<file path="src/rtl/id_exe_stage_reg.sv">
// ID/EXE pipeline register: captures decoded control, operands and register numbers for Execute.
// Supports freeze (hold), flush (bubble) and a deferred flush; optional counters via IDEXE_PERF_CNT_EN.
module id_exe_stage_reg (
  input  logic        clk,
  input  logic        rst,
  input  logic        flush,
  input  logic        freeze,
  input  logic        WB_EN_in,
  input  logic        MEM_R_EN_in,
  input  logic        MEM_W_EN_in,
  input  logic        B_in,
  input  logic        S_in,
  input  logic        imm_in,
  input  logic [3:0]  EXE_CMD_in,
  input  logic [31:0] PC_in,
  input  logic [31:0] Val_Rn_in,
  input  logic [31:0] Val_Rm_in,
  input  logic [11:0] Shift_operand_in,
  input  logic [23:0] Signed_imm_24_in,
  input  logic [3:0]  Dest_in,
  input  logic [3:0]  SR_in,
  input  logic [3:0]  src_1_in,
  input  logic [3:0]  src_2_in,
  output logic        WB_EN_out,
  output logic        MEM_R_EN_out,
  output logic        MEM_W_EN_out,
  output logic        B_out,
  output logic        S_out,
  output logic        imm_out,
  output logic [3:0]  EXE_CMD_out,
  output logic [31:0] PC_out,
  output logic [31:0] Val_Rn_out,
  output logic [31:0] Val_Rm_out,
  output logic [11:0] Shift_operand_out,
  output logic [23:0] Signed_imm_24_out,
  output logic [3:0]  Dest_out,
  output logic [3:0]  SR_out,
  output logic [3:0]  src_1_out,
  output logic [3:0]  src_2_out,
  output logic        valid_out,
`ifdef IDEXE_PERF_CNT_EN
  output logic [15:0] bubble_count,
  output logic [15:0] freeze_count,
`endif
  output logic        flush_pending
);

  typedef enum logic {StIdle, StPend} pend_state_e;

  pend_state_e r_state;

  logic        r_wb_en;
  logic        r_mem_r_en;
  logic        r_mem_w_en;
  logic        r_b;
  logic        r_s;
  logic        r_imm;
  logic [3:0]  r_exe_cmd;
  logic [31:0] r_pc;
  logic [31:0] r_val_rn;
  logic [31:0] r_val_rm;
  logic [11:0] r_shift_operand;
  logic [23:0] r_signed_imm_24;
  logic [3:0]  r_dest;
  logic [3:0]  r_sr;
  logic [3:0]  r_src_1;
  logic [3:0]  r_src_2;
  logic        r_valid;

  logic w_bubble;
  logic w_load;

  // Freeze dominates; a pending flush turns the first unfrozen edge into a bubble.
  assign w_bubble = !freeze && (flush || (r_state == StPend));
  assign w_load   = !freeze && !flush && (r_state == StIdle);

  always_ff @(posedge clk or negedge rst) begin
    if (!rst) begin
      r_state <= StIdle;
    end else begin
      unique case (r_state)
        StIdle: if (freeze && flush) r_state <= StPend;
        StPend: if (!freeze) r_state <= StIdle;
        default: r_state <= StIdle;
      endcase
    end
  end

  always_ff @(posedge clk or negedge rst) begin
    if (!rst) begin
      r_wb_en         <= 1'b0;
      r_mem_r_en      <= 1'b0;
      r_mem_w_en      <= 1'b0;
      r_b             <= 1'b0;
      r_s             <= 1'b0;
      r_imm           <= 1'b0;
      r_exe_cmd       <= 4'h0;
      r_pc            <= 32'h0;
      r_val_rn        <= 32'h0;
      r_val_rm        <= 32'h0;
      r_shift_operand <= 12'h0;
      r_signed_imm_24 <= 24'h0;
      r_dest          <= 4'h0;
      r_sr            <= 4'h0;
      r_src_1         <= 4'h0;
      r_src_2         <= 4'h0;
      r_valid         <= 1'b0;
    end else if (w_bubble) begin
      // Fully zeroed bubble keeps downstream state deterministic.
      r_wb_en         <= 1'b0;
      r_mem_r_en      <= 1'b0;
      r_mem_w_en      <= 1'b0;
      r_b             <= 1'b0;
      r_s             <= 1'b0;
      r_imm           <= 1'b0;
      r_exe_cmd       <= 4'h0;
      r_pc            <= 32'h0;
      r_val_rn        <= 32'h0;
      r_val_rm        <= 32'h0;
      r_shift_operand <= 12'h0;
      r_signed_imm_24 <= 24'h0;
      r_dest          <= 4'h0;
      r_sr            <= 4'h0;
      r_src_1         <= 4'h0;
      r_src_2         <= 4'h0;
      r_valid         <= 1'b0;
    end else if (w_load) begin
      r_wb_en         <= WB_EN_in;
      r_mem_r_en      <= MEM_R_EN_in;
      r_mem_w_en      <= MEM_W_EN_in;
      r_b             <= B_in;
      r_s             <= S_in;
      r_imm           <= imm_in;
      r_exe_cmd       <= EXE_CMD_in;
      r_pc            <= PC_in;
      r_val_rn        <= Val_Rn_in;
      r_val_rm        <= Val_Rm_in;
      r_shift_operand <= Shift_operand_in;
      r_signed_imm_24 <= Signed_imm_24_in;
      r_dest          <= Dest_in;
      r_sr            <= SR_in;
      r_src_1         <= src_1_in;
      r_src_2         <= src_2_in;
      r_valid         <= 1'b1;
    end
  end

`ifdef IDEXE_PERF_CNT_EN
  logic [15:0] r_bubble_cnt;
  logic [15:0] r_freeze_cnt;

  // Both counters saturate rather than wrap.
  always_ff @(posedge clk or negedge rst) begin
    if (!rst) begin
      r_bubble_cnt <= 16'h0;
      r_freeze_cnt <= 16'h0;
    end else begin
      if (w_bubble && (r_bubble_cnt != 16'hFFFF)) r_bubble_cnt <= r_bubble_cnt + 16'd1;
      if (freeze && (r_freeze_cnt != 16'hFFFF)) r_freeze_cnt <= r_freeze_cnt + 16'd1;
    end
  end

  assign bubble_count = r_bubble_cnt;
  assign freeze_count = r_freeze_cnt;
`endif

  assign WB_EN_out         = r_wb_en;
  assign MEM_R_EN_out      = r_mem_r_en;
  assign MEM_W_EN_out      = r_mem_w_en;
  assign B_out             = r_b;
  assign S_out             = r_s;
  assign imm_out           = r_imm;
  assign EXE_CMD_out       = r_exe_cmd;
  assign PC_out            = r_pc;
  assign Val_Rn_out        = r_val_rn;
  assign Val_Rm_out        = r_val_rm;
  assign Shift_operand_out = r_shift_operand;
  assign Signed_imm_24_out = r_signed_imm_24;
  assign Dest_out          = r_dest;
  assign SR_out            = r_sr;
  assign src_1_out         = r_src_1;
  assign src_2_out         = r_src_2;
  assign valid_out         = r_valid;
  assign flush_pending     = (r_state == StPend);

endmodule
</file>
<file path="config.mk">
export PLATFORM = sky130hd
export DESIGN_NAME = id_exe_stage_reg
export DESIGN_NICKNAME = d
export VERILOG_FILES = /design/src/rtl/id_exe_stage_reg.sv
export SDC_FILE = /design/constraint.sdc
export NUM_CORES = 1
export LEC_CHECK = 0
export BUFFER_PORTS_ARGS = -buffer_cell sky130_fd_sc_hd__clkbuf_2
export CORE_UTILIZATION = 39
export CTS_BUF_LIST = sky130_fd_sc_hd__clkbuf_4 sky130_fd_sc_hd__clkbuf_8 sky130_fd_sc_hd__clkbuf_16
export CTS_CLUSTER_DIAMETER = 40
export DETAILED_ROUTE_END_ITERATION = 7
export GPL_TIMING_DRIVEN = 1
export PLACE_DENSITY = 0.69
export RECOVER_POWER = 100
export SYNTH_ARGS = -nofsm -noshare
export SYNTH_HDL_FRONTEND = slang
export SYNTH_SLANG_ARGS = --single-unit
</file>
<file path="constraint.sdc">
create_clock -name clk -period 3.3 [get_ports clk]
set_clock_uncertainty 0.15 [all_clocks]
set_input_delay 0.495 -clock clk [delete_from_list [all_inputs] [get_ports clk]]
set_output_delay 0.495 -clock clk [all_outputs]
set_load 0.1 [all_outputs]
</file>
==> results of run 1 <==
-- flip-flops by register name, indices dropped and copies added (netlist names), 12 cells and up --
register and flops:
Signed_imm_24_out 24, Shift_operand_out 12, PC_out 32, Val_Rn_out 32, Val_Rm_out 32
-- power breakdown --
part	total, mW	leakage (nW)	switching [mW]	internal (mW)
registers	2.18	2.13	0.0753	2.10
clock network	1.93	0.272	0.809	1.12
logic	1.56	1.68	1.33	0.230
-- cells in the mapped netlist, drive strengths merged --
cell type  number  area share, %
dfrtp         160             57
nand2b        158             14
and2            1          0.090
buf            32            3.9
nand2         159            8.5
or2             1          0.090
o21ai         159             15
clkbuf         21            1.1
-- stage by stage --
step	area (um2)	cells	utilization (%)
after floorplan	6990	691	-
after global placement	8650	1192	49.6
after detailed placement	8650	1192	49.6
after CTS	9240	1225	53.1
after global routing	8800	1225	50.5
final	8800	1225	50.5
-- routing by layer --
metal	vias to the layer above	global-route usage, %	part of all wire (%)
met5	-	0	0.063
met4	2	6.18	0.99
met3	14	6.04	8.8
met2	206	30.5	47
met1	2512	24.3	43
li1	2793	-	-
-- area by class of cell --
| cell class | instances | area share [%] |
|---|---|---|
| repair buffers | 330 | 17.4 |
| flip-flops and latches | 160 | 45.5 |
| clock buffers | 22 | 5.47 |
| clock inverters | 10 | 1.17 |
| multi-input cells | 478 | 27.3 |
| well taps | 225 | 3.20 |
-- logic make-up after synthesis --
family,Yosys count
AOI/OAI and AO/OA,159
buffers and inverters,53
DFF,160
and+or+nand+nor,319
-- worst reg2reg max path: stages, from the launching register on --
cell     delay, ps
dfrtp_1        400
or2_4          390
buf_12         250
o21ai_0        280
-- worst max-delay path by stage --
stage,startpoint,endpoint,slack [ps],cells after the start
2_1_floorplan,flush_pending,flush_pending,1400,5
3_3_place_gp,freeze,Val_Rm_out[27],1400,4
3_5_place_dp,freeze,Val_Rn_out[14],1380,4
4_1_cts,EXE_CMD_out[1],EXE_CMD_out[1],1350,1
5_1_grt,rst,Val_Rn_out[24],880,3
6_report,MEM_R_EN_out,MEM_R_EN_out,960,1
==> metrics.cfg, run 1 <==
[setup_path]
rr_worst_depth = 3
critPathRequiredTime_ps = 2650
path_delay_family = buffers and inverters
cp.arrival_ps = 1700
timing.critical_path.buf_inv = 1
crit_path_end_kind = output pin
cp_slowest_cell = clkbuf_1
path_cells = clkbuf_1
setup.worst_path.start_class = register
critPathMaxStageDelay_ps = 920
rrSetupSlack_ps = 1730
critPathMaxFanout = 2
rr_startpoint = flush_pending
r2r-end = Shift_operand_out[0]
crit_type = reg2out

[cts]
cts_sinks = 160
postCtsHoldBufs = 1
clk_latency_ps = 410
cts_buffer_depth = 2
clock-root-buffer = clkbuf_16
cts_repair_resize_count = 0
clk_pin_slew_worst_paths_ps = 70
cts.htree.levels = 4
cts_setup_buffers = 0
numCtsBuffers = 17
cts_tree = yes

[synth]
synth_nets = 853
synth-xor-area-share_pct = 0
yosys.area_share.simple_pct = 22.9
synth-compound-area-share_pct = 14.8
synth.yosys.seq_area_share_pct = 57.3
synth_top_family_by_area = simple AND/OR/NAND/NOR gates
synth_fa_ha_area_share_pct = 0
synthCells = 691
synth.avg_cell_area_um2 = 10.1
yosys.cell_types.count = 13
ys_ff_latch = 160
ys_warn_count = 0
synthMuxAreaShare_pct = 0
netlist_area_um2 = 6990

[pwr]
power.leakage_nw = 4.09
peakVddDrop_mv = 0.367
p_per_area_nw_per_um2 = 644
p_total_mw = 5.67

[drt]
num_vias = 5527
postRouteWirelength_um = 17600
drc_errors = 0
drt_first_iter_violations = 271
wl_per_cell_um = 14.3
viasPerCell = 4.51
final_antenna_net_count = 0
drt-pass1-iter-count = 4

[global_route]
grt_pass1_vias = 5170
grt_max_degree = 126
overflow = 0
antenna_found_initial = 1
grt_util_all_layers_pct = 19.1
grt_pass1_wl_um = 27200

[sta]
setup_viol = 0
finalCritPeriodShare_pct = 71.0
drv_slew = 0
hold_violations = 0
slew_headroom_pct = 6.08
min_period_ps = 2340
rsz0062_at_grt = no
worst_slack_ps = 957
max_slew.worst_pin.slew_ps = 1410
fmax_mhz = 427
fin_tns_setup_ps = 0
timing.hold.ws_ps = 157

[layout]
n_fill_cell = 1754
final_cell_mix = 162 x clkbuf_2, 160 x dfrtp_1, 160 x clkbuf_1
drive_gt1_share_pct = 20.4
multi_input_area_um2 = 2400
nNetsFinal = 1149
syn_to_final_growth_pct = 26.0
ff_latch_area_um2 = 4000
layout_commonest_cell = clkbuf_2
num_antenna_cells = 0

[run_status]
status = finished clean

[floorplanning]
initial_core_util_pct = 40.1
io_pins = 322
dieArea_um2 = 18500
rows = 48
die_h_um = 136
fp.coreArea_um2 = 17400
die_w_um = 136

[min_path]
whs_path_depth = 3
hold_start = imm_in
hold_end = imm_out
hp-class = in2reg

[place]
gp_congestion = 0.767
io_buffers = 321
dpl.hpwl_um = 12100
preCtsSetupSlack_ps = 1380

[flow_run]
cap_viol_max_count = 0

(Power assumes the default switching activity.)
==> run 2: changes to the inputs <==
--- a/config.mk
+++ b/config.mk
@@ -5,13 +5,14 @@
 export SDC_FILE = /design/constraint.sdc
 export NUM_CORES = 1
 export LEC_CHECK = 0
+export ABC_AREA = 1
 export BUFFER_PORTS_ARGS = -buffer_cell sky130_fd_sc_hd__clkbuf_2
 export CORE_UTILIZATION = 39
 export CTS_BUF_LIST = sky130_fd_sc_hd__clkbuf_4 sky130_fd_sc_hd__clkbuf_8 sky130_fd_sc_hd__clkbuf_16
 export CTS_CLUSTER_DIAMETER = 40
 export DETAILED_ROUTE_END_ITERATION = 7
 export GPL_TIMING_DRIVEN = 1
-export PLACE_DENSITY = 0.69
+export PLACE_DENSITY = 0.7
 export RECOVER_POWER = 100
 export SYNTH_ARGS = -nofsm -noshare
 export SYNTH_HDL_FRONTEND = slang
==> constraint.sdc (replaced) <==
create_clock -name clk -period 2.32 [get_ports clk]
set_clock_uncertainty 0.15 [all_clocks]
set_input_delay 0.348 -clock clk [delete_from_list [all_inputs] [get_ports clk]]
set_output_delay 0.348 -clock clk [all_outputs]
set_load 0.1 [all_outputs]
==> run 2 against run 1 <==
Compared with the run above:
- first-iteration DRC count rose by 30%
- final cell count rose by 8.8%
- largest cell class unchanged
- sequential power rose by 42%
- setup slack got worse by 480 ps
- clock power rose by 49%
- critical endpoint is now Signed_imm_24_out[2]
- non-clock buffer count rose by 116
- utilization rose by 11 points
- die area fell by 9.7%
==> metrics.cfg, run 2 <==
[sta]
slew_headroom_pct = 35.6  ; +29 points
hold_violations = 0  ; unchanged
finalCritPeriodShare_pct = 79.5
timing.hold.ws_ps = 18.7  ; -138 ps
min_period_ps = 1840
fmax_mhz = 542
fin_tns_setup_ps = 0  ; unchanged
rsz0062_at_grt = no
setup_viol = 0  ; unchanged
max_slew.worst_pin.slew_ps = 967  ; -442 ps
drv_slew = 0  ; unchanged

[drt]
final_antenna_net_count = 0  ; unchanged
num_vias = 6302  ; +14%
drc_errors = 0  ; unchanged
drt_first_iter_violations = 352  ; +30%
drt-pass1-iter-count = 6  ; +2
wl_per_cell_um = 14.7  ; +2.2%
postRouteWirelength_um = 19500  ; +11%
viasPerCell = 4.73  ; +4.8%

[synth]
yosys.cell_types.count = 10  ; -3
synth.yosys.seq_area_share_pct = 63.6  ; +6.3 points
synth_nets = 854  ; +0.12%
synth.avg_cell_area_um2 = 9.10  ; -10%
netlist_area_um2 = 6300  ; -9.8%
post-synth-top-count-cell = nand2_1
synth_area_leaders = dfrtp_1 64%, nand2_1 19%, nand3_1 13%
yosysTopAreaCellShare_pct = 63.6  ; +6.3 points
ys_warn_count = 0  ; unchanged
synthCells = 692  ; +0.14%
async_reset_ff_share_pct = 100  ; unchanged
post-synth-top-area-cell = dfrtp_1
synth_edf_count = 0  ; unchanged
synthTopCellsByCount = 319 x nand2_1, 160 x dfrtp_1, 158 x nand3_1, 32 x buf_2, 14 x buf_4
ys_ff_latch = 160  ; unchanged
synth_ff_type = dfrtp_1

[floorplanning]
initial_core_util_pct = 39.8  ; -0.31 points
rows = 46  ; -4.2%
die_h_um = 129  ; -5.0%
die_w_um = 129  ; -5.0%
dieArea_um2 = 16700  ; -9.7%
io_pins = 322  ; unchanged
fp.coreArea_um2 = 15800  ; -9.1%

[cts]
numCtsBuffers = 17  ; unchanged
cts.htree.levels = 4  ; unchanged
clock-root-buffer = clkbuf_16
clk_latency_ps = 420  ; about the same
cts_buffer_depth = 2  ; unchanged
cts_repair_resize_count = 0  ; unchanged
cts_setup_buffers = 0  ; unchanged
clk_pin_slew_worst_paths_ps = 70  ; about the same
cts_sinks = 160  ; unchanged
postCtsHoldBufs = 113  ; +112
cts_tree = yes

[layout]
design_area_um2 = 9770  ; +11%
num_antenna_cells = 0  ; unchanged
final_cell_mix = 322 x clkbuf_2, 319 x nand2_1, 160 x dfrtp_1
syn_to_final_growth_pct = 55.1
layout_commonest_cell = clkbuf_2
nNetsFinal = 1267  ; +10%
drive_gt1_share_pct = 32.5  ; +12 points

[setup_path]
cp_slowest_cell = clkbuf_2
timing.critical_path.buf_inv = 1  ; unchanged
crit_path_end_kind = register
setup.worst_path.start_class = register
path_cells = nor2_4, clkbuf_2, nand3_1, nand2_1
rrSetupSlack_ps = 480  ; -1250 ps
critPathMaxStageDelay_ps = 730  ; -190 ps
crit_type = reg2reg
cp.arrival_ps = 2040  ; +340 ps
critPathMaxFanout = 47  ; +45
critPathRequiredTime_ps = 2520  ; -130 ps
path_delay_family = buffers and inverters

[pwr]
power.leakage_nw = 5.66  ; +39%
peakVddDrop_mv = 0.472  ; +29%
p_per_area_nw_per_um2 = 861  ; +34%

[global_route]
overflow = 0  ; unchanged
antenna_found_initial = 0  ; -1
grt_util_all_layers_pct = 23.2  ; +4.2 points
grt_pass1_wl_um = 29900  ; +10%
grt_pass1_vias = 6174  ; +19%
grt_max_degree = 160  ; +27%

[place]
dpl.hpwl_um = 11800  ; -2.2%
io_buffers = 321  ; unchanged
gp_congestion = 0.753  ; -1.9%
placement.cell_area_um2 = 8090  ; -6.5%

[flow_run]
cap_viol_max_count = 0  ; unchanged

[min_path]
hp-class = in2reg

[run_status]
status = finished clean

==> run 2: changes by cell type after synthesis, sizes merged, moves of 16 or more <==
cell | previous run | this run
o21ai | 159 | 0
nand3 | 0 | 158
clkbuf | 21 | 4
nand2b | 158 | 0
nand2 | 159 | 319
buf | 32 | 48
==> run 2: worst register-to-register path, stage by stage (launching register included) <==
cell and delay, ps:
dfrtp_1 430, nor2_4 140, clkbuf_2 730, nand3_1 220
nand2_1 120
==> run 2: cell type report <==
class	count	area, um2
clock inverters	12	158
inverters	1	6.26
fillers	1283	6060
repair buffers	446	2880
well taps	216	270
multi-input cells	479	2000
clock buffers	19	447
flip-flops and latches	160	4000
==> run 2: per-stage QoR <==
stage	setup slack, ps	total power [mW]	std cells	util [%]
after floorplan	553	4.91	692	-
after global placement	762	5.43	1189	51.1
after detailed placement	738	5.44	1189	51.1
after CTS	473	8.48	1333	62.1
after global routing	351	8.72	1333	61.7
final	476	8.41	1333	61.7
==> run 2: where the power goes <==
part	leakage [nW]	switching, mW	total [mW]	internal, mW
registers	2.13	0.114	3.10	2.99
logic	3.24	1.98	2.44	0.462
clock network	0.290	1.14	2.87	1.74
==> run 2: per-layer routing <==
layer | global-route usage (%) | part of all wire (%) | vias up | wire length [um]
met1 | 27.7 | 39 | 2925 | 7680
li1 | - | - | 3030 | -
met2 | 38.6 | 50 | 310 | 9700
met5 | 0 | 0 | - | 0
met3 | 7.64 | 8.4 | 37 | 1650
met4 | 10.0 | 2.6 | 0 | 507
==> run 2: path summary, 6_finish.rpt <==
check,from,endpoint,cells after the start
min in group asynchronous,rst,SR_out[3],2
setup / recovery,flush_pending,Signed_imm_24_out[2],4
hold reg to reg,Val_Rn_out[23],Val_Rn_out[23],2
max in group asynchronous,rst,Val_Rm_out[23],3
setup reg to reg,flush_pending,Signed_imm_24_out[2],4
hold / removal,src_2_in[3],src_2_out[3],3
==> run 2: cells by family (layout without fill, tap and decap cells) <==
family | Yosys count | count (layout) | synth area share (%)
buffers and inverters | 53 | 478 | 4.63
flip-flops | 160 | 160 | 63.6
AND/OR/NAND/NOR | 479 | 479 | 31.8
